`config.mk`:
```
export PLATFORM = sky130hd
export DESIGN_NAME = mux8way_rr_stream
export DESIGN_NICKNAME = d
export VERILOG_FILES = /design/src/rtl/mux8way_rr_stream.sv
export SDC_FILE = /design/constraint.sdc
export NUM_CORES = 1
export LEC_CHECK = 0
export ABC_AREA = 1
export BUFFER_PORTS_ARGS = -buffer_cell sky130_fd_sc_hd__buf_4
export CAP_MARGIN = 40
export CORE_MARGIN = 4
export CORE_UTILIZATION = 43
export CTS_CLUSTER_SIZE = 16
export DETAILED_ROUTE_END_ITERATION = 8
export PLACE_DENSITY = 0.75
export REMOVE_ABC_BUFFERS = 1
export SYNTH_ARGS = -nofsm -noshare
export SYNTH_HDL_FRONTEND = slang
export SYNTH_SLANG_ARGS = --single-unit
```
`constraint.sdc`:
```
create_clock -name clock -period 2.93 [get_ports clock]
set_input_delay 0.1465 -clock clock [delete_from_list [all_inputs] [get_ports clock]]
set_output_delay 0.1465 -clock clock [all_outputs]
set_load 0.03 [all_outputs]
```
`src/rtl/mux8way_rr_stream.sv`:
```
// Eight-to-one round-robin streaming multiplexer with a one-entry output register.
// Each beat leaving the register is tagged with the index of the port it came from.
module mux8way_rr_stream #(
    parameter int WIDTH = 16
) (
    input  logic               clock,
    input  logic               reset_n,
    input  logic [8*WIDTH-1:0] in_data,
    input  logic [7:0]         in_valid,
    output logic [7:0]         in_ready,
    output logic [WIDTH-1:0]   out_data,
    output logic [2:0]         out_sel,
    output logic               out_valid,
    input  logic               out_ready
);

    localparam logic [0:0] ST_EMPTY = 1'b0;
    localparam logic [0:0] ST_FULL  = 1'b1;

    logic [0:0]       state_q, state_d;
    logic [WIDTH-1:0] data_q, data_d;
    logic [2:0]       sel_q, sel_d;
    logic [2:0]       ptr_q, ptr_d;

    logic       grant_found;
    logic [2:0] grant_idx;
    logic       can_load;
    logic       transfer;

    assign can_load = (state_q == ST_EMPTY) || out_ready;

    // The scan starts at ptr_q, so the first valid port found has the highest priority.
    always_comb begin : arbiter
        logic [2:0] cand;
        // NOTE: every variable gets a value before any branch, so no latch is inferred.
        grant_found = 1'b0;
        grant_idx   = 3'd0;
        cand        = 3'd0;
        for (int k = 0; k < 8; k++) begin
            cand = ptr_q + 3'(k);
            if (!grant_found && in_valid[cand]) begin
                grant_found = 1'b1;
                grant_idx   = cand;
            end
        end
    end

    assign transfer = reset_n && grant_found && can_load;

    always_comb begin
        in_ready = 8'h00;
        if (transfer) begin
            in_ready[grant_idx] = 1'b1;
        end
    end

    always_comb begin
        state_d = state_q;
        data_d  = data_q;
        sel_d   = sel_q;
        ptr_d   = ptr_q;
        if (transfer) begin
            state_d = ST_FULL;
            data_d  = in_data[grant_idx*WIDTH +: WIDTH];
            sel_d   = grant_idx;
            ptr_d   = grant_idx + 3'd1;
        end else if (out_ready) begin
            state_d = ST_EMPTY;
        end
    end

    // NOTE: state uses non-blocking assignments so every register samples pre-edge values.
    always_ff @(posedge clock or negedge reset_n) begin
        if (!reset_n) begin
            state_q <= ST_EMPTY;
            data_q  <= '0;
            sel_q   <= 3'd0;
            ptr_q   <= 3'd0;
        end else begin
            state_q <= state_d;
            data_q  <= data_d;
            sel_q   <= sel_d;
            ptr_q   <= ptr_d;
        end
    end

    assign out_valid = (state_q == ST_FULL);
    assign out_data  = data_q;
    assign out_sel   = sel_q;

endmodule

```
=== Word level (Yosys, flattened, before mapping) ===
Cells that the tools add are included.

* Flip-flop bits (word level): 23
* Bits in latches: 0
* RAM bits: 0
* Bits in read-only memories: 0
* Input bits: 139
* Output and inout port bits: 28
* Memories: 0

* $add $sub $neg: 8
* Multiply operators: 0
* Div/mod/pow operators: 0
* Magnitude comparators: 10
* Eq/ne operators: 0
* Shift operators: 1
* Muxes and demuxes: 37
* Bitwise logic cells: 1
* Reduce and logical (&&, ||, !) cells: 19

{| class="wikitable"
|+ Operator list
! operator !! count
|-
| 128-bit by 8-bit variable part select with 16-bit output || 1
|-
| 3-bit by 4-bit < comparator with 1-bit output (second input constant) || 9
|-
| 1-bit binary-select mux with 3-bit select || 8
|-
| 3-bit 2-to-1 mux || 8
|-
| 1-bit 2-to-1 mux || 19
|-
| 3-bit adder (second input constant) || 4
|-
| 1-bit logical AND || 10
|-
| 8-bit 2-to-1 mux || 1
|-
| 1-bit zero test || 7
|-
| 3-bit by 1-bit adder with 3-bit output (second input constant) || 2
|-
| 3-bit by 2-bit adder with 3-bit output (second input constant) || 2
|-
| 1-bit demux with 3-bit select || 1
|-
| 3-bit by 1-bit greater-or-equal comparator with 1-bit output (second input constant) || 1
|-
| 2-bit nonzero test || 1
|-
| 1-bit logical OR || 1
|-
| 1-bit NOT || 1
|}

=== Longest topological paths before layout ===
Gate-level depths: netlist of the first run.

* Word-level depth: 29
* Gate-level depth with buffers: 23
* Gate-level depth less buffers: 19

=== Worst setup path before layout of the first run ===
Ideal clock, no wire load.

* Path kind: flip-flop to output port
* Start point: register ptr_q[0]
* End point: output port in_ready[0]
* Data arrival time: 3.139 ns
* Path slack: -0.355 ns
* Stages on the path, launching flop included: 21
* Cells stage by stage: dfrtp_1 > buf_6 > inv_2 > buf_6 > ha_1 > buf_2 > inv_1 > nand3_1 > nand3_1 > nand2_2 > nor2_8 > nand3_1 > nand2_1 > inv_1 > nor2_1 > nand3_2 > nand2_2 > buf_6 > buf_6 > nand2_1 > nor3_1

* Cells in the longest elaborated chain, start to end: 29

{| class="wikitable"
|+ RTL lines
! item !! RTL line !! text
|-
| start, declared || 23 || <nowiki>logic [2:0] ptr_q, ptr_d;</nowiki>
|-
| start signal, assigned || 83 || <nowiki>ptr_q <= ptr_d;</nowiki>
|-
| branches (longest 28 deep; another with 3-bit by 1-bit adder with 3-bit output) || -- ||
|-
| 8-bit 2-to-1 mux * || 52 || <nowiki>if (transfer) begin</nowiki>
|-
| end, declared || 10 || <nowiki>output logic [7:0] in_ready,</nowiki>
|}

Mark *: on every way between the ends. The select of a mux whose other input is x is not followed.

=== Worst setup path after layout of the first run ===
* Start point: register ptr_q[0]
* End point: output port in_ready[5]

The elaborated chain is that of the path after synthesis.

==> results.yml, run 1 <==
run_status:
  status: "finished with violations"
  violations: "setup timing"
logic_synthesis:
  syn_area_um2: 3270
  ys_warn_count: 0
  synth.distinct_cells: 31
  yosysTopAreaCell: "nand2_1"
  synth.avg_cell_area_um2: 5.56
  ys_seq_area_frac: 0.176
  synth_largest_type_area_fraction: 0.294
  synth_seq_cells: 23
  synth_edf_count: 0
  async_flop_share: 1.00
  yosysMostFrequentCell: "nand2_1"
  synth_cells: 587
  synthTopCellsByCount: "nand2_1, nand3_1, inv_1"
  synth-main-ff-cell: "dfrtp_1"
  synth_area_leaders: "nand2_1, nand3_1, dfrtp_1"
sta:
  hold_ws_ns: 0.0574
  worst_pin_slew_ns: 0.460
  hold_viol: 0
  setup_tns_ns: -0.100
  fin_ws_ns: -0.0359
  rsz0062_at_grt: "true"
  drv_slew: 0
  maxSlewHeadroom: 0.690
  period_share: 1.01
  final-setup-viol-count: 4
  skew_ns: 0.00181
  period_needed_ns: 2.97
  fmax_ghz: 0.337
global_routing:
  track_usage: 0.256
  grt_pass1_vias: 4100
  grt_pass1_wl_um: 18900
  busiest_layer: "met2"
  antenna_found_initial: 0
  gr-usage-met3: 0.0466
  use_met1: 0.348
  grt_max_degree: 50
  grt_use_met2: 0.424
  grt_overflow_total: 0
setup_path:
  end_kind: "output port"
  startpoint: "ptr_q[0]"
  arrival_ns: 2.82
  worstPathRequired_ns: 2.78
  reg2reg_from: "ptr_q[0]"
  critical_path_class: "flip-flop to output port"
  startpoint_type: "flip-flop"
  cp_max_fo: 7
clocking:
  cts_max_path_buffers: 2
  cts_made_buffers: 3
  clock-sinks: 23
  path_clk_slew_ns: 0.09
  htreeDepth: 1
  cts_tree: "done"
  cts-root-buf: "clkbuf_8"
  clkLatencyLatePin_ns: 0.27
die:
  chipWidth_um: 95.1
  rows: 31
  die_y_um: 95.1
  io_pins: 167
  die-area_um2: 9050
  initial_utilization: 0.445
  coreArea_um2: 7330
cells_and_area:
  nets: 903
  fin_util: 0.691
  area_growth_syn_to_layout_pct: 55.0
  design_area_um2: 5060
  diodes: 0
  layout-drive-gt1-share: 0.371
  fill_cells: 678
min_path:
  hp-start: "out_ready"
  hold_class: "input port to flip-flop"
drt:
  via_per_inst: 5.04
  drtIter0Drc: 217
  routed_wl_um: 11900
  num_vias: 4336
  drcViolationCount: 0
  first_pass_iters: 4
  drt-wirelength-per-cell_um: 13.8
  ant_nets: 0
placement:
  dpl_cell_area_um2: 4580
  dp_hpwl_um: 9040
  port_buffers: 166
  gp_congestion: 0.899
run:
  drv_cap: 0
-- stage by stage --
step,setup slack (ns),std cells
5_1_grt,-0.150,860
2_1_floorplan,-1.69,552
3_5_place_dp,0.0147,840
3_3_place_gp,0.0631,840
6_report,-0.0359,860
4_1_cts,-0.0127,848
-- sequential cells by signal, indices dropped and copies added (netlist names) --
signal and cells:
out_data 16, out_sel 3, out_valid 1, ptr_q 3
-- logic make-up (layout without fill, tap and decap cells) --
family,count (synthesis),in the layout,synth area share
simple gates,443,443,0.623
buf+inv,103,277,0.161
flops,23,23,0.176
compound gates,12,12,0.0218
xor+xnor,4,4,0.0107
fa+ha+maj,2,2,0.00766
-- final cells by class --
type / count / area (um^2) / share of cell area
Inverter: 68 / 263 / 0.0519
Tap cell: 99 / 124 / 0.0245
Sequential cell: 23 / 577 / 0.114
Multi-Input combinational cell: 461 / 2380 / 0.470
Timing Repair Buffer: 205 / 1670 / 0.330
Clock inverter: 1 / 7.51 / 0.00148
Clock buffer: 3 / 41.3 / 0.00816
-- repair_timing --
item,4_1_cts,5_1_grt
gates cloned,0,2
endpoints found under the hold margin,23,0
hold buffers,1,0
endpoints found under the setup margin,14,24
pin swaps,8,20
gates resized for setup,14,51
setup buffers,3,10
-- per-layer routing --
layer | up-vias | wire [um]
li1 | 2182 | -
met1 | 1960 | 5040
met2 | 174 | 5820
met3 | 20 | 786
met4 | 0 | 247
met5 | - | 0
-- worst max-delay path, cell delays in order, from the launching register on --
cell	delay (ns)
dfrtp_1	0.42
inv_2	0.10
ha_4	0.22
buf_6	0.14
nand3_4	0.09
nand3_2	0.10
nand2_4	0.11
nor2_8	0.05
nand3_1	0.08
nand3_2	0.09
or2_0	0.24
nor3_2	0.24
nand3_2	0.18
inv_2	0.15
nor2_4	0.05
inv_2	0.07
nor2_1	0.05
buf_4	0.16
-- layout by cell type (no fill, tap or decap), types with 2 or more instances in the layout --
master	count
nand3_1	111
clkbuf_16	2
clkbuf_8	3
nor2_1	12
nand2_1	247
inv_1	54
nand3_4	2
dfrtp_1	22
nor2_2	5
buf_12	4
inv_2	12
buf_4	186
o21ai_0	5
nand2_2	12
nand2_4	6
xor2_2	2
nor3_4	2
nand4_1	3
buf_6	12
nand3_2	17
nand3b_1	16
a21oi_1	3
nor2_4	4
-- final timing paths --
check                                     to  slack, ns  cells past startpoint
worst min-delay path               out_valid       0.06                      2
min in group asynchronous        out_data[2]       0.30                      2
worst max-delay path             in_ready[5]      -0.04                     17
worst max register to register  out_data[10]       0.19                     18
max in group asynchronous           ptr_q[2]       2.37                      2
worst min register to register    out_sel[1]       0.50                      2
Power of run 1 is left out: the tool's default activity adds up to more than one toggle a clock period on the data nets, which glitch-free logic cannot reach.
==> run 2: changes to the inputs <==
Settings changed: PLACE_DENSITY 0.75 to 0.79.
==> run 2 against run 1 <==
  * The run still ends with setup timing left
  * Sequential cell count unchanged
  * Register-to-register slack about the same
  * Critical path depth stayed put
  * Clock skew increased by 0.0043 ns
  * Non-clock buffer count rose by 4
  * First-iteration DRC count rose by 6.5%
  * Wire length up 3.8%
  * Clock-buffer cell count did not move
==> results.yml, run 2 (synthesis results as in run 1) <==
run_status:
  status: "finished with violations"
  violations: "setup timing"
global_routing:
  grt_pass1_vias: 4242
  antenna_found_initial: 0
  grt_max_degree: 65
  track_usage: 0.258
  grt_overflow_total: 0
  grt_pass1_wl_um: 18900
sta:
  final-setup-viol-count: 1
  period_needed_ns: 2.97
  skew_ns: 0.00614
  hold_ws_ns: 0.0676
  rsz0062_at_grt: "true"
  maxSlewHeadroom: 0.645
  drv_slew: 0
  worst_pin_slew_ns: 0.532
  hold_viol: 0
  fin_ws_ns: -0.0391
  period_share: 1.01
  fmax_ghz: 0.337
cells_and_area:
  nets: 908
  layout_commonest_cell: "nand2_1"
  largest_reg_flops: 16
  register_area_um2: 579
  multi_input_area_um2: 2510
  area_growth_syn_to_layout_pct: 58.4
  diodes: 0
  final_cell_mix: "nand2_1, buf_4, nand3_1"
  layout-drive-gt1-share: 0.394
  fill_cells: 616
setup_path:
  reg2reg_slack_ns: 0.18
  worstReg2RegEnd: "out_data[7]"
  startpoint: "ptr_q[0]"
  worstPathRequired_ns: 2.78
  arrival_ns: 2.82
  startpoint_type: "flip-flop"
  cp_max_fo: 6
  r2r_cells: 21
  end_kind: "output port"
  reg2reg_from: "ptr_q[0]"
  endpoint: "in_ready[4]"
  critical_path_class: "flip-flop to output port"
drt:
  drt-wirelength-per-cell_um: 14.3
  routed_wl_um: 12300
  ant_nets: 0
  drtIter0Drc: 231
  via_per_inst: 5.15
  drcViolationCount: 0
  num_vias: 4458
  first_pass_iters: 5
clocking:
  clkLatencyLatePin_ns: 0.27
  cts_max_path_buffers: 2
  cts-root-buf: "clkbuf_8"
  cts_tree: "done"
  htreeDepth: 1
  cts_made_buffers: 3
  path_clk_slew_ns: 0.09
  clock-sinks: 23
placement:
  port_buffers: 166
  dp_hpwl_um: 9070
  gp_congestion: 0.891
die:
  io_pins: 167
  coreArea_um2: 7330
  rows: 31
  chipWidth_um: 95.1
  die_y_um: 95.1
  die-area_um2: 9050
  initial_utilization: 0.445
min_path:
  hold_class: "input port to flip-flop"
run:
  drv_cap: 0
[run 2: cell types whose count changed in the layout (fill, tap and decap cells not counted), moves of 3 or more]
cell | previous run | this run
buf_4 | 186 | 194
nand2_1 | 247 | 237
nand2_2 | 12 | 24
nand3_1 | 111 | 108
nand3_4 | 2 | 6
nor2_4 | 4 | 9
[run 2: layer usage]
| layer | routed length, um | track usage | vias to the layer above | part of all wire |
|---|---|---|---|---|
| met3 | 1040 | 0.0600 | 24 | 0.084 |
| li1 | - | - | 2200 | - |
| met2 | 6230 | 0.444 | 204 | 0.50 |
| met5 | 0 | 0 | - | 0 |
| met1 | 4760 | 0.319 | 2030 | 0.39 |
| met4 | 315 | 0.0733 | 0 | 0.026 |
[run 2: cell type report]
class | count | share of cell area
tap | 99 | 0.0240
inverter | 68 | 0.0513
timing repair buffer | 209 | 0.317
sequential | 23 | 0.112
clock buffer | 3 | 0.00798
multi-input combinational | 462 | 0.486
clock inverter | 1 | 0.00145
[run 2: how the worst min path moves through the flow]
stage | startpoint | endpoint | slack, ns | cells after the start
6_report | out_ready | out_valid | 0.07 | 2
4_1_cts | out_ready | out_valid | 0.07 | 2
3_5_place_dp | reset_n | out_data[2] | 0.06 | 1
5_1_grt | out_ready | out_valid | 0.06 | 2
3_3_place_gp | reset_n | out_data[2] | 0.06 | 1
2_1_floorplan | reset_n | out_data[0] | -0.15 | 0
[run 2: critical path, cell delays in order (launching register included)]
cell     delay, ns
dfrtp_1       0.40
inv_2         0.07
ha_4          0.29
buf_6         0.14
nand3_4       0.08
nand2_2       0.08
nand2_2       0.05
nand2_2       0.11
buf_6         0.13
nand3_1       0.09
nand2_1       0.08
inv_1         0.04
nor2_1        0.18
nand3_2       0.16
nand2_4       0.13
nand2_1       0.11
nor3_1        0.21
buf_4         0.19
[run 2: per-stage QoR]
stage | utilization | instances | TNS [ns] | area [um^2] | setup slack [ns]
2_1_floorplan | - | 552 | -32.34 | 3000 | -1.69
3_3_place_gp | 0.630 | 847 | 0 | 4620 | 0.0580
3_5_place_dp | 0.630 | 847 | -0.201 | 4620 | -0.0468
4_1_cts | 0.655 | 857 | 0 | 4800 | 0.000743
5_1_grt | 0.705 | 865 | -1.39 | 5170 | -0.193
6_report | 0.705 | 865 | -0.0391 | 5170 | -0.0391
[run 2: repair_timing]
item,4_1_cts,5_1_grt
hold endpoints to repair,23,0
setup buffers,4,8
pin swaps,8,24
gates cloned,1,0
hold buffers,1,0
resized for setup,23,70
endpoints found under the setup margin,22,23
Power of run 2 is left out for the same reason.
